<file path="config.mk">
export PLATFORM = sky130hd
export DESIGN_NAME = sprite_line_scheduler
export DESIGN_NICKNAME = d
export VERILOG_FILES = /design/src/rtl/sprite_line_scheduler_pkg.sv /design/src/rtl/sprite_hit_test.sv /design/src/rtl/sprite_line_scheduler.sv
export SDC_FILE = /design/constraint.sdc
export NUM_CORES = 1
export LEC_CHECK = 0
export BUFFER_PORTS_ARGS = -buffer_cell sky130_fd_sc_hd__buf_2
export CAP_MARGIN = 15
export CORE_MARGIN = 5
export CORE_UTILIZATION = 30
export CTS_CLUSTER_DIAMETER = 150
export CTS_CLUSTER_SIZE = 40
export DETAILED_ROUTE_END_ITERATION = 16
export PLACE_DENSITY_LB_ADDON = 0.08
export SETUP_SLACK_MARGIN = 0.3
export SYNTH_ARGS = -nofsm -noshare
export SYNTH_HDL_FRONTEND = slang
export SYNTH_SLANG_ARGS = --single-unit
</file>
<file path="constraint.sdc">
create_clock -name clk -period 3.3 [get_ports clk]
set_input_delay 0.33 -clock clk [delete_from_list [all_inputs] [get_ports clk]]
set_output_delay 0.33 -clock clk [all_outputs]
set_load 0.005 [all_outputs]
</file>
<file path="src/rtl/sprite_line_scheduler_pkg.sv">
// Shared constants, FSM states and slot record layout for the sprite line scheduler.
// The slot record is packed as {x, row, id}; its width depends on the object id width.
package sprite_line_scheduler_pkg;

    localparam int unsigned COORD_W     = 10;
    localparam int unsigned ROW_W       = 5;
    localparam int unsigned SPRITE_SIZE = 32;
    localparam int unsigned SCREEN_W    = 640;
    localparam int unsigned SCREEN_H    = 480;

    typedef enum logic [1:0] {
        ST_IDLE   = 2'd0,
        ST_SCAN   = 2'd1,
        ST_COMMIT = 2'd2
    } state_t;

    function automatic int unsigned slot_rec_w(input int unsigned idw);
        return COORD_W + ROW_W + idw;
    endfunction

endpackage

</file>
<file path="src/rtl/sprite_hit_test.sv">
// Vertical intersection test for one object: does scanline y fall inside the sprite,
// and which sprite row does it hit. Shared with the renderer bounds check.
module sprite_hit_test
    import sprite_line_scheduler_pkg::*;
#(
    parameter int unsigned SIZE = 32
) (
    input  logic [COORD_W-1:0] y,
    input  logic [COORD_W-1:0] obj_y,
    input  logic               en,
    output logic               hit,
    output logic [ROW_W-1:0]   row
);

    logic [COORD_W:0] y_end;

    // Bottom edge kept one bit wider so objects near the bottom of the range do not wrap.
    always_comb begin
        y_end = {1'b0, obj_y} + (COORD_W+1)'(SIZE);
        hit   = en && (y >= obj_y) && ({1'b0, y} < y_end);
        row   = ROW_W'(y - obj_y);
    end

endmodule

</file>
<file path="src/rtl/sprite_line_scheduler.sv">
// Per-scanline sprite evaluator: scans the object table during hblank and loads up to
// SLOTS intersecting sprites into slot registers that stay stable for the display line.
module sprite_line_scheduler
    import sprite_line_scheduler_pkg::*;
#(
    parameter int unsigned NUM_SPRITES = 16,
    parameter int unsigned SLOTS       = 4,
    parameter int unsigned SPRITE_SIZE = sprite_line_scheduler_pkg::SPRITE_SIZE,
    parameter int unsigned IDW         = 4
) (
    input  logic                       clk,
    input  logic                       rst,
    input  logic                       line_start,
    input  logic [COORD_W-1:0]         next_y,
    output logic [IDW-1:0]             obj_addr,
    input  logic [COORD_W-1:0]         obj_x,
    input  logic [COORD_W-1:0]         obj_y,
    input  logic                       obj_en,
    output logic [SLOTS-1:0]           slot_valid,
    output logic [COORD_W*SLOTS-1:0]   slot_x,
    output logic [ROW_W*SLOTS-1:0]     slot_row,
    output logic [IDW*SLOTS-1:0]       slot_id,
    output logic                       done,
    output logic                       overflow,
    output logic                       busy
);

    localparam int unsigned CNT_W = $clog2(SLOTS + 1);
    localparam int unsigned SCW   = $clog2(NUM_SPRITES + 1);
    localparam int unsigned REC_W = slot_rec_w(IDW);

    state_t               state, state_next;
    logic [SCW-1:0]       scan_cnt;
    logic [CNT_W-1:0]     hit_cnt;
    logic                 ovf_sh;
    logic [COORD_W-1:0]   y_l;
    logic [REC_W-1:0]     shadow [SLOTS];

    logic                 hit;
    logic [ROW_W-1:0]     hit_row;
    logic                 eval_en;
    logic                 scan_last;
    logic [IDW-1:0]       eval_id;

    sprite_hit_test #(
        .SIZE (SPRITE_SIZE)
    ) u_hit (
        .y     (y_l),
        .obj_y (obj_y),
        .en    (obj_en),
        .hit   (hit),
        .row   (hit_row)
    );

    // Entry k is addressed while scan_cnt == k and evaluated one cycle later.
    assign obj_addr = scan_cnt[IDW-1:0];

    always_comb begin
        eval_en   = (state == ST_SCAN) && (scan_cnt != '0);
        scan_last = (scan_cnt == SCW'(NUM_SPRITES));
        eval_id   = IDW'(scan_cnt - SCW'(1));
    end

    always_ff @(posedge clk) begin
        if (rst) state <= ST_IDLE;
        else     state <= state_next;
    end

    always_comb begin
        state_next = state;
        done       = 1'b0;
        busy       = (state != ST_IDLE);
        case (state)
            ST_IDLE: begin
                if (line_start) state_next = ST_SCAN;
            end
            ST_SCAN: begin
                if (line_start)     state_next = ST_SCAN;
                else if (scan_last) state_next = ST_COMMIT;
            end
            ST_COMMIT: begin
                done       = 1'b1;
                state_next = line_start ? ST_SCAN : ST_IDLE;
            end
            default: state_next = ST_IDLE;
        endcase
    end

    // Commit and restart are independent: a line_start during COMMIT still publishes the
    // finished line from the old shadow while the new scan clears it.
    always_ff @(posedge clk) begin
        if (rst) begin
            y_l        <= '0;
            scan_cnt   <= '0;
            hit_cnt    <= '0;
            ovf_sh     <= 1'b0;
            slot_valid <= '0;
            slot_x     <= '0;
            slot_row   <= '0;
            slot_id    <= '0;
            overflow   <= 1'b0;
            for (int unsigned i = 0; i < SLOTS; i++) shadow[i] <= '0;
        end else begin
            if (state == ST_COMMIT) begin
                for (int unsigned i = 0; i < SLOTS; i++) begin
                    slot_x[COORD_W*i +: COORD_W] <= shadow[i][REC_W-1 -: COORD_W];
                    slot_row[ROW_W*i +: ROW_W]   <= shadow[i][IDW +: ROW_W];
                    slot_id[IDW*i +: IDW]        <= shadow[i][IDW-1:0];
                    slot_valid[i]                <= (CNT_W'(i) < hit_cnt);
                end
                overflow <= ovf_sh;
            end

            if (line_start) begin
                y_l      <= next_y;
                scan_cnt <= '0;
                hit_cnt  <= '0;
                ovf_sh   <= 1'b0;
                for (int unsigned i = 0; i < SLOTS; i++) shadow[i] <= '0;
            end else if (state == ST_SCAN) begin
                if (!scan_last) scan_cnt <= scan_cnt + SCW'(1);
                if (eval_en && hit) begin
                    if (hit_cnt < CNT_W'(SLOTS)) begin
                        for (int unsigned i = 0; i < SLOTS; i++) begin
                            if (CNT_W'(i) == hit_cnt) shadow[i] <= {obj_x, hit_row, eval_id};
                        end
                        hit_cnt <= hit_cnt + CNT_W'(1);
                    end else begin
                        ovf_sh <= 1'b1;
                    end
                end
            end
        end
    end

endmodule

</file>
==> results.py, run 1 <==
metrics = {
    "placed_design": {
        "io_buffers": 120,
        "dp_hpwl_um": 12900,
        "dp.cells": 1133,
        "finalWeightedCongestion": 0.766,
    },
    "worst_setup_path": {
        "critPathKind": "flip-flop to flip-flop",
        "critical_path_cell_count": 11,
        "timing.critical_path.cells": "inv_1 -> ha_1 -> inv_1 -> fa_1 -> nand3_1 -> a21oi_1 -> o211ai_1 -> a2111o_1 -> nor4_2 -> buf_4 -> and2_1",
        "ff2ff_path_depth": 11,
        "critPathMaxStageDelay_ps": 550,
        "cp_top_delay_family": "compound AO/OA/AOI/OAI gates",
        "start_kind": "flip-flop",
        "crit_path_top_delay_cell": "sky130_fd_sc_hd__a2111o_1",
        "cell_type_with_the_highest_occurrence_count_on_the_critical_path": "sky130_fd_sc_hd__inv_1",
        "path_max_fanout": 15,
        "worst-path-buf-inv": 3,
        "worstPathArrival_ps": 2930,
        "critical_path_required_ps": 3480,
        "timing.critical_path.to_type": "flip-flop",
    },
    "floorplan": {
        "pin_count": 121,
        "initial_utilization_pct": 30.2,
        "floorplan.die_area_sq_um": 26600,
        "placeableCoreArea_sq_um": 23300,
        "fp.dieH_um": 163,
        "core.rowCount": 56,
        "die_width_um": 163,
    },
    "layout": {
        "final-instance-count-excl-fill": 1165,
        "insertedDiodeCount": 0,
        "layout.cells.most_common": "sky130_fd_sc_hd__nand2_1",
        "post-route-util_pct": 36.7,
        "drive_above_1_share_pct": 21.2,
        "syn2layout_area_growth_pct": 21.6,
        "layout_common_cells": "sky130_fd_sc_hd__nand2_1 (168), sky130_fd_sc_hd__dfxtp_1 (121), sky130_fd_sc_hd__buf_2 (120)",
        "num-nets-final": 890,
    },
    "cts": {
        "cts.sink_count": 178,
        "ctsHoldBuffers": 0,
        "numCtsBuffers": 17,
        "ctsResizeCount": 0,
        "clkTransAtPathRegs_ps": 70,
        "post_cts.repair.setup_buffers": 0,
        "clkLatencyLatePin_ps": 420,
        "ctsHtreeMaxLevel": 4,
        "tritoncts": "done",
        "clockRootBuffer": "sky130_fd_sc_hd__clkbuf_16",
        "cts.path.max_buffers": 2,
    },
    "sta": {
        "period_needed_ps": 2760,
        "drv_slew": 0,
        "maxClockFrequency_ghz": 0.363,
        "totalNegativeSetupSlack_ps": 0,
        "grt_setup_unrepaired": "false",
        "tightest_slew_ps": 991,
        "final_min_period_over_clock_period_pct": 83.5,
        "worst_clock_skew_ps": 7.75,
        "timing.final.setup_violations": 0,
        "holdWs_ps": 146,
        "relSlewSlack_pct": 33.9,
        "finalHoldViolCount": 0,
    },
    "power_and_ir_drop": {
        "leakagePower_nw": 3.46,
        "power.density_nw_per_um2": 526,
        "ir_worst_vdd_mv": 0.262,
        "total_power_w": 0.00449,
    },
    "synth": {
        "synth.lib_cells_used.distinct": 45,
        "yosysSeqAreaShare_pct": 58.8,
        "syn-cell-area_sq_um": 7030,
        "synthesis.nets": 784,
        "synthesized_netlist_cell_count": 727,
        "yosys_register_bits": 178,
        "syn-mean-instance-area_sq_um": 9.67,
        "synth.yosys.warnings": 0,
    },
    "global_route": {
        "grt_pass1_vias": 5341,
        "antenna_found_initial": 0,
        "grt_overflow_total": 0,
        "maximum_number_of_pins_on_one_net_before_global_route_repair": 93,
        "grt.total_usage_pct": 14.0,
        "grt_first_pass_wirelength_um": 29100,
    },
    "detailed_routing": {
        "drc": 0,
        "drt_first_iter_violations": 248,
        "route.antenna.remaining_nets": 0,
        "detail_route.wl_per_cell_um": 15.8,
        "routed_via_density": 4.48,
        "wl_um": 18400,
        "drt_pre_antenna_iters": 5,
        "detailed_route_via_count": 5223,
    },
    "outcome": {
        "outcome": "finished clean",
    },
    "min_path": {
        "min_path_type": "input pin to flip-flop",
        "holdPathStages": 3,
    },
    "flow_run": {
        "drv_cap": 0,
    },
}
## cells in the mapped netlist
library cell / number / area [sq um]
sky130_fd_sc_hd__nand2_1: 171 / 642
sky130_fd_sc_hd__dfxtp_1: 121 / 2420
sky130_fd_sc_hd__a21oi_1: 101 / 505
sky130_fd_sc_hd__edfxtp_1: 57 / 1710
sky130_fd_sc_hd__nor2_1: 49 / 184
sky130_fd_sc_hd__and2_1: 34 / 213
sky130_fd_sc_hd__clkbuf_1: 34 / 128
sky130_fd_sc_hd__ha_1: 22 / 275
sky130_fd_sc_hd__nand3_1: 18 / 90.1
sky130_fd_sc_hd__inv_1: 17 / 63.8
sky130_fd_sc_hd__o21ai_0: 13 / 65.1
sky130_fd_sc_hd__mux2i_1: 12 / 120
sky130_fd_sc_hd__a211oi_1: 11 / 82.6
sky130_fd_sc_hd__xnor2_1: 10 / 87.6
sky130_fd_sc_hd__buf_4: 6 / 45.0
sky130_fd_sc_hd__buf_1: 5 / 18.8
sky130_fd_sc_hd__nor3_1: 4 / 20.0
sky130_fd_sc_hd__nand4_1: 3 / 18.8
sky130_fd_sc_hd__or2_2: 3 / 18.8
sky130_fd_sc_hd__xor2_1: 3 / 26.3
sky130_fd_sc_hd__a31oi_1: 2 / 12.5
sky130_fd_sc_hd__and3_1: 2 / 12.5
sky130_fd_sc_hd__clkbuf_2: 2 / 10.0
sky130_fd_sc_hd__nand2b_1: 2 / 12.5
sky130_fd_sc_hd__nand4_2: 2 / 25.0
sky130_fd_sc_hd__nor4_2: 2 / 25.0
sky130_fd_sc_hd__o211ai_1: 2 / 15.0
sky130_fd_sc_hd__o21a_1: 2 / 15.0
sky130_fd_sc_hd__a2111o_1: 1 / 11.3
sky130_fd_sc_hd__a2111oi_4: 1 / 27.5
sky130_fd_sc_hd__a211o_1: 1 / 8.76
sky130_fd_sc_hd__a21o_1: 1 / 7.51
sky130_fd_sc_hd__a221oi_1: 1 / 8.76
sky130_fd_sc_hd__buf_2: 1 / 5.00
sky130_fd_sc_hd__buf_6: 1 / 11.3
sky130_fd_sc_hd__fa_1: 1 / 20.0
sky130_fd_sc_hd__inv_2: 1 / 3.75
sky130_fd_sc_hd__nand3b_1: 1 / 7.51
sky130_fd_sc_hd__nor2_2: 1 / 6.26
sky130_fd_sc_hd__nor2b_1: 1 / 6.26
sky130_fd_sc_hd__nor4b_1: 1 / 8.76
sky130_fd_sc_hd__o211a_1: 1 / 10.0
sky130_fd_sc_hd__o31ai_1: 1 / 7.51
sky130_fd_sc_hd__or3_1: 1 / 6.26
sky130_fd_sc_hd__or4_1: 1 / 7.51
## through the flow
step / worst slack (ps) / cell area, sq um
floorplan: 388 / 7040
global placement: 258 / 7970
detailed placement: 204 / 7970
CTS: 476 / 8540
global route: 331 / 8540
finish: 543 / 8540
## flip-flops by register name, indices dropped and copies added, names as in the netlist
register,flops
overflow,1
scan_cnt,5
hit_cnt,3
y_l,10
slot_id,16
shadow,76
ovf_sh,1
state,2
slot_x,40
slot_valid,4
slot_row,20
## final cells by class
type                            count  area, sq um
Tap cell                          319          399
Timing Repair Buffer              136          746
Sequential cell                   178         4130
Fill cell                        2453        14700
Multi-Input combinational cell    482         2620
Clock inverter                      9         66.3
Clock buffer                       23          512
Inverter                           18         67.6
## routing by layer
| metal | share of wire (%) | track usage, % | routed length, um | vias to the layer above |
|---|---|---|---|---|
| met3 | 3.5 | 2.98 | 637 | 21 |
| met4 | 1.6 | 4.31 | 289 | 0 |
| met5 | 0 | 0 | 0 | - |
| li1 | - | - | - | 2654 |
| met1 | 50 | 19.7 | 9210 | 2451 |
| met2 | 45 | 21.7 | 8230 | 97 |
## kinds of logic (layout without fill, tap and decap cells)
group	after synthesis	in the layout	synth area share, %
adders and majority gates	23	23	4.20
and+or+nand+nor	296	296	18.5
DFF	178	178	58.8
xor gates and xnor gates	13	13	1.62
muxes	12	12	1.71
buffers and inverters	67	186	4.06
AOI/OAI and AO/OA	138	138	11.1
## final timing paths
path	startpoint	to	slack [ps]
max	y_l[0]	shadow[3][17]	540
min	next_y[5]	y_l[5]	150
max reg2reg	y_l[0]	shadow[3][17]	540
min reg2reg	slot_x[31]	slot_x[31]	450
## worst reg2reg max path, delay by kind of cell, from the launching register on
kind / cells / cell delay (ps)
adders and majority gates: 2 / 560
buffers and inverters: 3 / 300
AOI/OAI and AO/OA: 3 / 990
and+or+nand+nor: 3 / 360
DFF: 1 / 320
## power breakdown
| group | switching (W) | internal, W |
|---|---|---|
| clock | 0.000860 | 0.00111 |
| sequential | 0.0000177 | 0.00229 |
| combinational | 0.000143 | 0.0000758 |
Power figures use the tool's default switching activity.
==> run 2: changes to the inputs <==
==> constraint.sdc (replaced) <==
create_clock -name clk -period 2.5 [get_ports clk]
set_input_delay 0.25 -clock clk [delete_from_list [all_inputs] [get_ports clk]]
set_output_delay 0.25 -clock clk [all_outputs]
set_load 0.005 [all_outputs]
==> run 2 against run 1 <==
Effect of this change:
- flip-flop and latch count unchanged
- worst hold slack lost 84 ps
- clock skew up 2.7 ps
- clock power increased by 36%
- sequential share of layout area is 4.2 points lower
- die area unchanged
- maximum frequency up 12%
- critical path depth is 1 higher
- wire length is 4.7% higher
- highest routed layer unchanged
==> results.py, run 2 (synthesis results as in run 1) <==
metrics = {
    "floorplan": {
        "core.rowCount": 56,
        "placeableCoreArea_sq_um": 23300,
        "pin_count": 121,
        "floorplan.die_area_sq_um": 26600,
        "initial_utilization_pct": 30.2,
        "die_width_um": 163,
        "fp.dieH_um": 163,
    },
    "sta": {
        "period_needed_ps": 2460,
        "finalHoldViolCount": 0,
        "maxClockFrequency_ghz": 0.407,
        "final_min_period_over_clock_period_pct": 98.4,
        "relSlewSlack_pct": 33.6,
        "timing.final.ws_setup_ps": 40.3,
        "timing.final.setup_violations": 0,
        "drv_slew": 0,
        "grt_setup_unrepaired": "true",
        "worst_clock_skew_ps": 10.4,
        "tightest_slew_ps": 989,
    },
    "placed_design": {
        "dp_hpwl_um": 13100,
        "finalWeightedCongestion": 0.792,
        "detailed_place.area_sq_um": 8220,
        "io_buffers": 120,
        "post-place-ws_ps": -253,
    },
    "power_and_ir_drop": {
        "clock_power_share_pct": 43.8,
        "combPwrFrac_pct": 6.3,
        "cell_internal_pwr_w": 0.00471,
        "pwr-share-seq_pct": 49.9,
        "total_switching_power_w": 0.00140,
        "power_switching_share_pct": 22.9,
        "ir_worst_vdd_mv": 0.337,
        "power.density_nw_per_um2": 652,
        "leakagePower_nw": 3.76,
    },
    "global_route": {
        "grt_overflow_total": 0,
        "grt_first_pass_wirelength_um": 29700,
        "grt.total_usage_pct": 14.4,
        "grt_pass1_vias": 5526,
        "antenna_found_initial": 0,
        "maximum_number_of_pins_on_one_net_before_global_route_repair": 83,
    },
    "detailed_routing": {
        "drt_pre_antenna_iters": 4,
        "detailed_route_via_count": 5453,
        "routed_via_density": 4.52,
        "drt_first_iter_violations": 257,
        "detail_route.wl_per_cell_um": 15.9,
        "wl_um": 19200,
        "drc": 0,
        "route.antenna.remaining_nets": 0,
    },
    "cts": {
        "clkLatencyLatePin_ps": 430,
        "clkTransAtPathRegs_ps": 70,
        "tritoncts": "done",
        "numCtsBuffers": 17,
        "ctsHtreeMaxLevel": 4,
        "ctsHoldBuffers": 0,
        "cts.sink_count": 178,
        "cts.path.max_buffers": 2,
        "clockRootBuffer": "sky130_fd_sc_hd__clkbuf_16",
    },
    "worst_setup_path": {
        "worst_r2r_startpoint": "y_l[0]",
        "worst_r2r_endpoint": "shadow[3][9]",
        "setup.worst_path.end": "shadow[3][9]",
        "ff2ff_path_depth": 12,
        "timing.critical_path.to_type": "flip-flop",
        "path_max_fanout": 6,
        "critPathKind": "flip-flop to flip-flop",
        "critical_path_required_ps": 2790,
        "worstPathArrival_ps": 2750,
        "critPathLaunch": "y_l[0]",
        "rrSetupSlack_ps": 40,
        "start_kind": "flip-flop",
    },
    "layout": {
        "reg.largest.list": "shadow x76, slot_x x40, slot_row x20",
        "post-route-util_pct": 40.3,
        "num-nets-final": 930,
        "finalInstanceArea_sq_um": 9370,
        "drive_above_1_share_pct": 30.7,
        "layout_common_cells": "sky130_fd_sc_hd__nand2_1 (167), sky130_fd_sc_hd__buf_2 (120), sky130_fd_sc_hd__dfxtp_1 (119)",
        "fillerInstances": 2377,
        "largest_reg_flops": 76,
        "registers.top_by_ff_count": "shadow",
        "layout.cells.most_common": "sky130_fd_sc_hd__nand2_1",
        "syn2layout_area_growth_pct": 33.3,
    },
    "flow_run": {
        "drv_cap": 0,
    },
    "outcome": {
        "outcome": "finished clean",
    },
    "min_path": {
        "min_path_type": "input pin to flip-flop",
    },
}
run 2: changes by cell type in the layout (fill, tap and decap cells not counted), sizes merged:
cell and change:
clkinvlp -2, buf +34, clkinv -1, nand2 +6, bufinv +1, inv +2
diode +1
run 2: layout make-up:
class	instances	area [sq um]	area share, %
tap	319	399	4.26
clock buffer	23	500	5.34
timing repair buffer	170	1090	11.6
clock inverter	9	91.3	0.975
sequential	178	4140	44.2
antenna	1	2.50	0.0267
inverter	18	67.6	0.721
multi-input combinational	488	3080	32.9
run 2: repair_timing:
item | 4_1_cts | 5_1_grt
gates resized for setup | 47 | 51
pin swaps | 23 | 7
cloned | 5 | 4
setup buffers | 8 | 1
setup endpoints to repair | 135 | 135
endpoints found under the hold margin | 0 | 0
run 2: power groups by stage:
| stage | logic [W] | clock network [W] | registers, W |
|---|---|---|---|
| detailed placement | 0.000335 | 0 | 0.00311 |
| floorplan | 0.000174 | 0 | 0.00310 |
| CTS | 0.000365 | 0.00274 | 0.00305 |
| finish | 0.000382 | 0.00268 | 0.00305 |
| global route | 0.000419 | 0.00289 | 0.00305 |
| global placement | 0.000332 | 0 | 0.00311 |
run 2: per-stage QoR:
step / hold WS (ps) / total power, W / std cells / setup TNS [ps]
2_1_floorplan: 397 / 0.00328 / 727 / -7800
3_3_place_gp: 444 / 0.00345 / 1155 / -19630
3_5_place_dp: 446 / 0.00345 / 1155 / -21160
4_1_cts: 45.4 / 0.00616 / 1200 / 0
5_1_grt: 53.4 / 0.00635 / 1205 / -4370
6_report: 62.5 / 0.00611 / 1206 / 0
run 2: critical path, cell delays in order, from the launching register on:
cell	delay (ps)
sky130_fd_sc_hd__dfxtp_2	340
sky130_fd_sc_hd__inv_2	40
sky130_fd_sc_hd__ha_4	150
sky130_fd_sc_hd__inv_2	50
sky130_fd_sc_hd__fa_2	210
sky130_fd_sc_hd__nand3_2	90
sky130_fd_sc_hd__a21oi_2	140
sky130_fd_sc_hd__o211ai_1	110
sky130_fd_sc_hd__a2111o_1	480
sky130_fd_sc_hd__buf_6	150
sky130_fd_sc_hd__nor4_4	210
sky130_fd_sc_hd__buf_4	220
sky130_fd_sc_hd__and2_4	140
run 2: how the worst min path moves through the flow:
stage,start,endpoint,slack (ps),cells past startpoint
5_1_grt,next_y[6],y_l[6],50,3
3_3_place_gp,slot_row[7],slot_row[7],440,2
4_1_cts,next_y[5],y_l[5],50,3
3_5_place_dp,slot_row[3],slot_row[3],450,2
6_report,next_y[7],y_l[7],60,3
2_1_floorplan,next_y[0],y_l[0],400,2
run 2: layer usage:
| layer | vias up | share of wire, % | global-route usage (%) |
|---|---|---|---|
| li1 | 2760 | - | - |
| met1 | 2591 | 47 | 19.1 |
| met2 | 92 | 49 | 23.7 |
| met3 | 10 | 3.4 | 3.43 |
| met4 | 0 | 0.83 | 3.47 |
| met5 | - | 0 | 0 |
